==> src/rtl/hex_keypad_scanner.sv <==
// Purpose: scans a 4x4 active-low hex keypad, debounces it and queues the keycodes in a small FIFO.
// Latency: a key is pushed on the DEBOUNCE_SCANS-th matching scan tick, and key_valid rises on the next cycle.
// Backpressure: key_valid/key_ready handshake; a push into a full FIFO with no pop is dropped and sets sticky overflow.
// Ports: clk, reset (sync, active-low), row_n[3:0] row drive, col_n[3:0] async column sense,
//        key_data[3:0]/key_valid/key_ready keycode stream, key_held debounced key down, overflow sticky drop flag.
// Build option: define KEY_REPEAT_EN to re-push a held key every REPEAT_SCANS scan ticks.
module hex_keypad_scanner #(
    parameter int SCAN_DIV_W     = 15,
    parameter int DEBOUNCE_SCANS = 4,
    parameter int DEPTH          = 4,
    parameter int REPEAT_SCANS   = 64
) (
    input  logic       clk,
    input  logic       reset,
    output logic [3:0] row_n,
    input  logic [3:0] col_n,
    output logic [3:0] key_data,
    output logic       key_valid,
    input  logic       key_ready,
    output logic       key_held,
    output logic       overflow
);

    localparam int CNT_W = $clog2(DEBOUNCE_SCANS + 1);
    localparam int PTR_W = $clog2(DEPTH);

    localparam logic [1:0] S_IDLE     = 2'd0;
    localparam logic [1:0] S_DEBOUNCE = 2'd1;
    localparam logic [1:0] S_PRESSED  = 2'd2;
    localparam logic [1:0] S_RELEASE  = 2'd3;

    logic [3:0]            col_meta, col_sync;
    logic [SCAN_DIV_W-1:0] div_cnt;
    logic                  tick;
    logic [1:0]            row_idx;
    logic [1:0]            state, state_nxt;
    logic [1:0]            lat_col, lat_col_nxt, col_enc;
    logic [CNT_W-1:0]      cnt, cnt_nxt;
    logic                  row_adv, push, rep_push, push_any;
    logic [3:0]            sample;
    logic                  one_hot, lat_hit, lat_match;

    // Sample is active-high: a bit set means that column is pulled low.
    assign tick      = &div_cnt;
    assign sample    = ~col_sync;
    assign one_hot   = (sample != 4'd0) && ((sample & (sample - 4'd1)) == 4'd0);
    assign lat_hit   = sample[lat_col];
    assign lat_match = (sample == (4'b0001 << lat_col));
    assign row_n     = ~(4'b0001 << row_idx);

    always_comb begin
        col_enc = 2'd0;
        case (sample)
            4'b0010: col_enc = 2'd1;
            4'b0100: col_enc = 2'd2;
            4'b1000: col_enc = 2'd3;
            default: col_enc = 2'd0;
        endcase
    end

    // The row index stays frozen outside IDLE, so it doubles as the latched row.
    // cnt is shared: press-confirm count in DEBOUNCE, release count in RELEASE.
    always_comb begin
        state_nxt   = state;
        lat_col_nxt = lat_col;
        cnt_nxt     = cnt;
        row_adv     = 1'b0;
        push        = 1'b0;
        if (tick) begin
            case (state)
                S_IDLE: begin
                    if (one_hot) begin
                        lat_col_nxt = col_enc;
                        cnt_nxt     = CNT_W'(1);
                        state_nxt   = S_DEBOUNCE;
                    end else begin
                        row_adv = 1'b1;
                    end
                end
                S_DEBOUNCE: begin
                    if (lat_match) begin
                        cnt_nxt = cnt + CNT_W'(1);
                        if (cnt_nxt == CNT_W'(DEBOUNCE_SCANS)) begin
                            push      = 1'b1;
                            state_nxt = S_PRESSED;
                        end
                    end else begin
                        state_nxt = S_IDLE;
                        row_adv   = 1'b1;
                    end
                end
                S_PRESSED: begin
                    if (!lat_hit) begin
                        cnt_nxt   = CNT_W'(1);
                        state_nxt = S_RELEASE;
                    end
                end
                default: begin
                    if (!lat_hit) begin
                        cnt_nxt = cnt + CNT_W'(1);
                        if (cnt_nxt == CNT_W'(DEBOUNCE_SCANS)) begin
                            state_nxt = S_IDLE;
                            row_adv   = 1'b1;
                        end
                    end else begin
                        state_nxt = S_PRESSED;
                    end
                end
            endcase
        end
    end

`ifdef KEY_REPEAT_EN
    localparam int REP_W = $clog2(REPEAT_SCANS + 1);
    logic [REP_W-1:0] rep_cnt, rep_nxt;

    // Held at zero outside PRESSED, which gives the clear on entry and on PRESSED->RELEASE.
    always_comb begin
        rep_nxt  = rep_cnt;
        rep_push = 1'b0;
        if (state != S_PRESSED) begin
            rep_nxt = '0;
        end else if (tick) begin
            if (!lat_hit) begin
                rep_nxt = '0;
            end else if (rep_cnt == REP_W'(REPEAT_SCANS - 1)) begin
                rep_push = 1'b1;
                rep_nxt  = '0;
            end else begin
                rep_nxt = rep_cnt + REP_W'(1);
            end
        end
    end

    always_ff @(posedge clk) begin
        if (!reset) rep_cnt <= '0;
        else        rep_cnt <= rep_nxt;
    end
`else
    // REPEAT_SCANS only matters when auto-repeat is built in.
    logic unused_repeat;
    assign unused_repeat = ^REPEAT_SCANS;
    assign rep_push      = 1'b0;
`endif

    assign push_any = push | rep_push;

    always_ff @(posedge clk) begin
        if (!reset) begin
            col_meta <= 4'hF;
            col_sync <= 4'hF;
            div_cnt  <= '0;
            row_idx  <= 2'd0;
            state    <= S_IDLE;
            lat_col  <= 2'd0;
            cnt      <= '0;
            key_held <= 1'b0;
        end else begin
            col_meta <= col_n;
            col_sync <= col_meta;
            div_cnt  <= div_cnt + SCAN_DIV_W'(1);
            row_idx  <= row_idx + 2'(row_adv);
            state    <= state_nxt;
            lat_col  <= lat_col_nxt;
            cnt      <= cnt_nxt;
            key_held <= (state_nxt == S_PRESSED) || (state_nxt == S_RELEASE);
        end
    end

    // Keycode FIFO, first-word-fall-through with registered head.
    logic [3:0]     mem [DEPTH];
    logic [PTR_W-1:0] wr_ptr, rd_ptr, rd_nxt;
    logic [PTR_W:0]   count, count_nxt, remain;
    logic             pop, full, accept;
    logic [3:0]       code, head_nxt;

    assign code      = {row_idx, lat_col};
    assign pop       = key_valid & key_ready;
    assign full      = (count == (PTR_W+1)'(DEPTH));
    assign accept    = push_any & (~full | pop);
    assign rd_nxt    = rd_ptr + PTR_W'(pop);
    assign remain    = count - (PTR_W+1)'(pop);
    assign count_nxt = remain + (PTR_W+1)'(accept);
    // When nothing older survives the pop, the incoming code becomes the head directly.
    assign head_nxt  = (remain == '0) ? code : mem[rd_nxt];

    always_ff @(posedge clk) begin
        if (accept) mem[wr_ptr] <= code;
    end

    always_ff @(posedge clk) begin
        if (!reset) begin
            wr_ptr    <= '0;
            rd_ptr    <= '0;
            count     <= '0;
            key_valid <= 1'b0;
            key_data  <= 4'd0;
            overflow  <= 1'b0;
        end else begin
            wr_ptr    <= wr_ptr + PTR_W'(accept);
            rd_ptr    <= rd_nxt;
            count     <= count_nxt;
            key_valid <= (count_nxt != '0);
            if (count_nxt != '0) key_data <= head_nxt;
            overflow  <= overflow | (push_any & full & ~pop);
        end
    end

endmodule

==> config.mk <==
export PLATFORM = sky130hd
export DESIGN_NAME = hex_keypad_scanner
export DESIGN_NICKNAME = d
export VERILOG_FILES = /design/src/rtl/hex_keypad_scanner.sv
export SDC_FILE = /design/constraint.sdc
export NUM_CORES = 1
export LEC_CHECK = 0
export CELL_PAD_IN_SITES_DETAIL_PLACEMENT = 1
export CELL_PAD_IN_SITES_GLOBAL_PLACEMENT = 1
export CORE_UTILIZATION = 46
export CTS_CLUSTER_SIZE = 40
export DETAILED_ROUTE_END_ITERATION = 10
export HOLD_SLACK_MARGIN = 0.15
export PLACE_DENSITY_LB_ADDON = 0.1
export SETUP_SLACK_MARGIN = 0.1
export SLEW_MARGIN = 40
export SYNTH_ARGS = -nofsm -noshare
export SYNTH_HDL_FRONTEND = slang
export SYNTH_SLANG_ARGS = --single-unit
==> constraint.sdc <==
create_clock -name clk -period 5.6 [get_ports clk]
set_input_delay 1.12 -clock clk [delete_from_list [all_inputs] [get_ports clk]]
set_output_delay 1.12 -clock clk [all_outputs]
set_load 0.02 [all_outputs]
==> run_results.csv <==
group,metric,value,unit
power,p_switching,0.281,mW
flow_run,maxCapViolCount,0,
clocking,cts_buffers,9,
clocking,cts_resized,0,
global_route,grt_max_degree,28,
floorplan,std_cell_rows,27,
sta,relSlewSlack,0.505,
sta,fin_tns_setup,0,ns
layout,n_antenna_cell,0,
sta,worstMarginPinSlew,0.738,ns
drt,dr_wl_met2,2.70,mm
clocking,cts_tree,"built",
layout,fillCellCount,631,
floorplan,coreArea,5610,sq um
layout,finalNetCount,291,
run_status,outcome,"finished clean",
setup_path,cp_data_arrival_time,3.64,ns
setup_path,end_kind,"register",
global_route,antenna_found_initial,0,
setup_path,crit_required,5.82,ns
layout,regArea,1400,sq um
drt,wire_per_inst,15.7,um
floorplan,start_util,0.486,
power,power.density,342,nW/um^2
sta,period_needed,3.42,ns
worst_hold_path,hp-start,"col_meta[3]$_SDFF_PN1_",
sta,period_share,0.611,
drt,drc,0,
global_route,grt-ovfl-total,0,
drt,antenna_left,0,
yosys,synth_top_cell_by_area,"dfxtp_1",
setup_path,cp_max_fo,9,
setup_path,reg2reg_depth,10,
place,io_buffers,17,
setup_path,reg2reg_to,"key_data[2]$_SDFFE_PN0P_",
layout,multiInputGateArea,1240,sq um
yosys,ys_top_cells_by_area,"dfxtp_1, edfxtp_1, ha_1",
power,netSwitchingFraction,0.262,
clocking,clk-insertion-delay-late,0.34,ns
global_route,grt_pass1_vias,1979,
power,power,1.07,mW
global_route,grt_pass1_wl,9.23,mm
clocking,cts_setup_buffers,0,
place,dp_hpwl,4.03,mm
power,power_frac_seq,0.462,
sta,setup_viol,0,
drt,viasPerCell,5.43,
clocking,clk_pin_slew_worst_paths,0.07,ns
yosys,netlist_area,2720,sq um
floorplan,die_h,79.0,um
yosys,netlist_instances,254,
drt,wl_met3,124,um
yosys,synth_ff_type,"dfxtp_1",
clocking,htree_num_levels,3,
global_route,grtUsageTotal,0.201,
yosys,avgSynthCellArea,10.7,sq um
clocking,cts_hold_buf,0,
power,p_clk_frac,0.363,
setup_path,timing.rr.start,"col_sync[3]$_SDFF_PN1_",
yosys,yosysSeqAreaShare,0.514,
drt,routed_wirelength,5.52,mm
layout,layout.cells.non_filler,351,
power,peakVddDrop,0.187,mV
setup_path,worstSetupPathType,"input pin to register",
worst_hold_path,whs_endpoint,"col_sync[3]$_SDFF_PN1_",
drt,top_layer,"met4",
setup_path,r2r_slack,2.46,ns
sta,hold_violations,0,
drt,num_vias,1907,
sta,rsz0062_at_grt,"false",
power,p_leak,1.12,nW
yosys,yosysUniqueCellTypes,47,
clocking,clock-sinks,62,
drt,drt_first_pass_iters,4,
yosys,async_reset_ff_frac,0,
floorplan,die_w,79.0,um
layout,final_core_util,0.558,
place,dp_slack,1.79,ns
layout,final_cell_area,3130,sq um
sta,slew_violations,0,
power,internal-power,0.789,mW
sta,holdWs,0.412,ns
yosys,synth_fp_nets,271,
worst_hold_path,whs_path_depth,1,
floorplan,io_pins,18,
sta,fmax,292,MHz
setup_path,critical_path.startpoint_type,"input pin",
place,placed_cell_area,2940,sq um
yosys,yosysTopAreaCellShare,0.338,
yosys,yosys_register_bits,62,
place,routabilityCongestion,0.760,
drt,drtIter0Drc,48,
yosys,yosys_warnings,0,
layout,area_growth,14.9,%
clocking,cts_root_buffer,"clkbuf_8",
power,combPwrFrac,0.175,
sta,worst_slack,2.18,ns
clocking,clock_path_buffers,2,
worst_hold_path,hold_path.class,"register to register",
place,placed_cells,335,
floorplan,die_area,6230,sq um
layout,drive_above_1_share,0.0932,
sta,finClkSkew,0.0122,ns
drt,drt-met1-wl,2.58,mm
yosys,synth_edf_count,16,
==> how the worst max path moves through the flow <==
stage | startpoint | to | slack, ns | depth (start not counted)
after floorplan | key_ready | key_data[0]$_SDFFE_PN0P_ | 2.56 | 10
after global placement | key_ready | key_data[2]$_SDFFE_PN0P_ | 1.94 | 10
after detailed placement | key_ready | key_data[2]$_SDFFE_PN0P_ | 1.79 | 10
after CTS | key_ready | key_data[2]$_SDFFE_PN0P_ | 2.16 | 10
after global routing | key_ready | key_data[3]$_SDFFE_PN0P_ | 2.07 | 10
final | key_ready | key_data[2]$_SDFFE_PN0P_ | 2.18 | 10
==> flip-flops by register name (all words and copies together), names as in the netlist, 3 cells and up <==
name	count
count	3
div_cnt	15
key_data	4
cnt	3
col_sync	4
mem	16
col_meta	4
==> per-layer routing <==
metal | vias up | global-route usage
met2 | 21 | 0.334
met1 | 931 | 0.236
met4 | 0 | 0.113
met3 | 9 | 0.0494
li1 | 946 | -
met5 | - | 0
==> area by class of cell <==
type	count	area share
Timing Repair Buffer	17	0.0528
Sequential cell	62	0.448
Tap cell	72	0.0288
Clock inverter	3	0.0140
Multi-Input combinational cell	172	0.395
Clock buffer	13	0.0476
Inverter	12	0.0144
==> critical path: stages <==
cell and delay [ns]:
clkdlybuf4s50_1 0.39, and2_1 0.17, nor4b_1 0.43, or4_4 0.24, inv_2 0.05, ha_1 0.18, ha_1 0.28, or3_1 0.50
o21ai_0 0.22, a21oi_1 0.06
==> placed cells by master (no fill, tap or decap), drive strengths merged, types with 2 or more instances in the layout <==
cell type,n
mux4,5
mux2i,4
a21oi,13
edfxtp,16
nand3,11
clkdlybuf4s50,16
inv,13
clkbuf,13
xnor2,13
nor2,22
o31ai,4
and2,11
nor4,2
nor3,5
and4,2
o221a,2
nand3b,3
o21ai,5
dfxtp,46
nand2b,10
nand2,15
or4,2
nand4,4
ha,10
o21a,2
a211oi,2
or3,3
nor3b,2
xor2,7
nor4b,2
==> synth_stat cells (3+ instances only) <==
master    instances
a21oi_1          11
and2_1           11
clkbuf_1          6
dfxtp_1          46
edfxtp_1         16
ha_1             10
inv_1            11
mux2i_1           4
mux4_2            4
nand2_1          15
nand2b_1         10
nand3_1          11
nand3b_1          3
nand4_1           4
nor2_1           22
nor3_1            4
o21ai_0           5
o31ai_1           4
or3_1             3
xnor2_1          13
xor2_1            7
==> logic make-up after synthesis <==
kind of cell / share of synthesized area
flops: 0.514
buf+inv: 0.0317
mux: 0.0574
fa+ha+maj: 0.0459
xor+xnor: 0.0643
compound gates: 0.0822
simple gates: 0.204
==> power by group through the flow <==
stage	clock, mW	combinational [mW]	sequential [mW]
floorplan	0	0.127	0.514
CTS	0.395	0.192	0.495
detailed placement	0	0.190	0.505
finish	0.388	0.187	0.495
global route	0.411	0.207	0.497
global placement	0	0.183	0.504
Power figures use the tool's default switching activity.
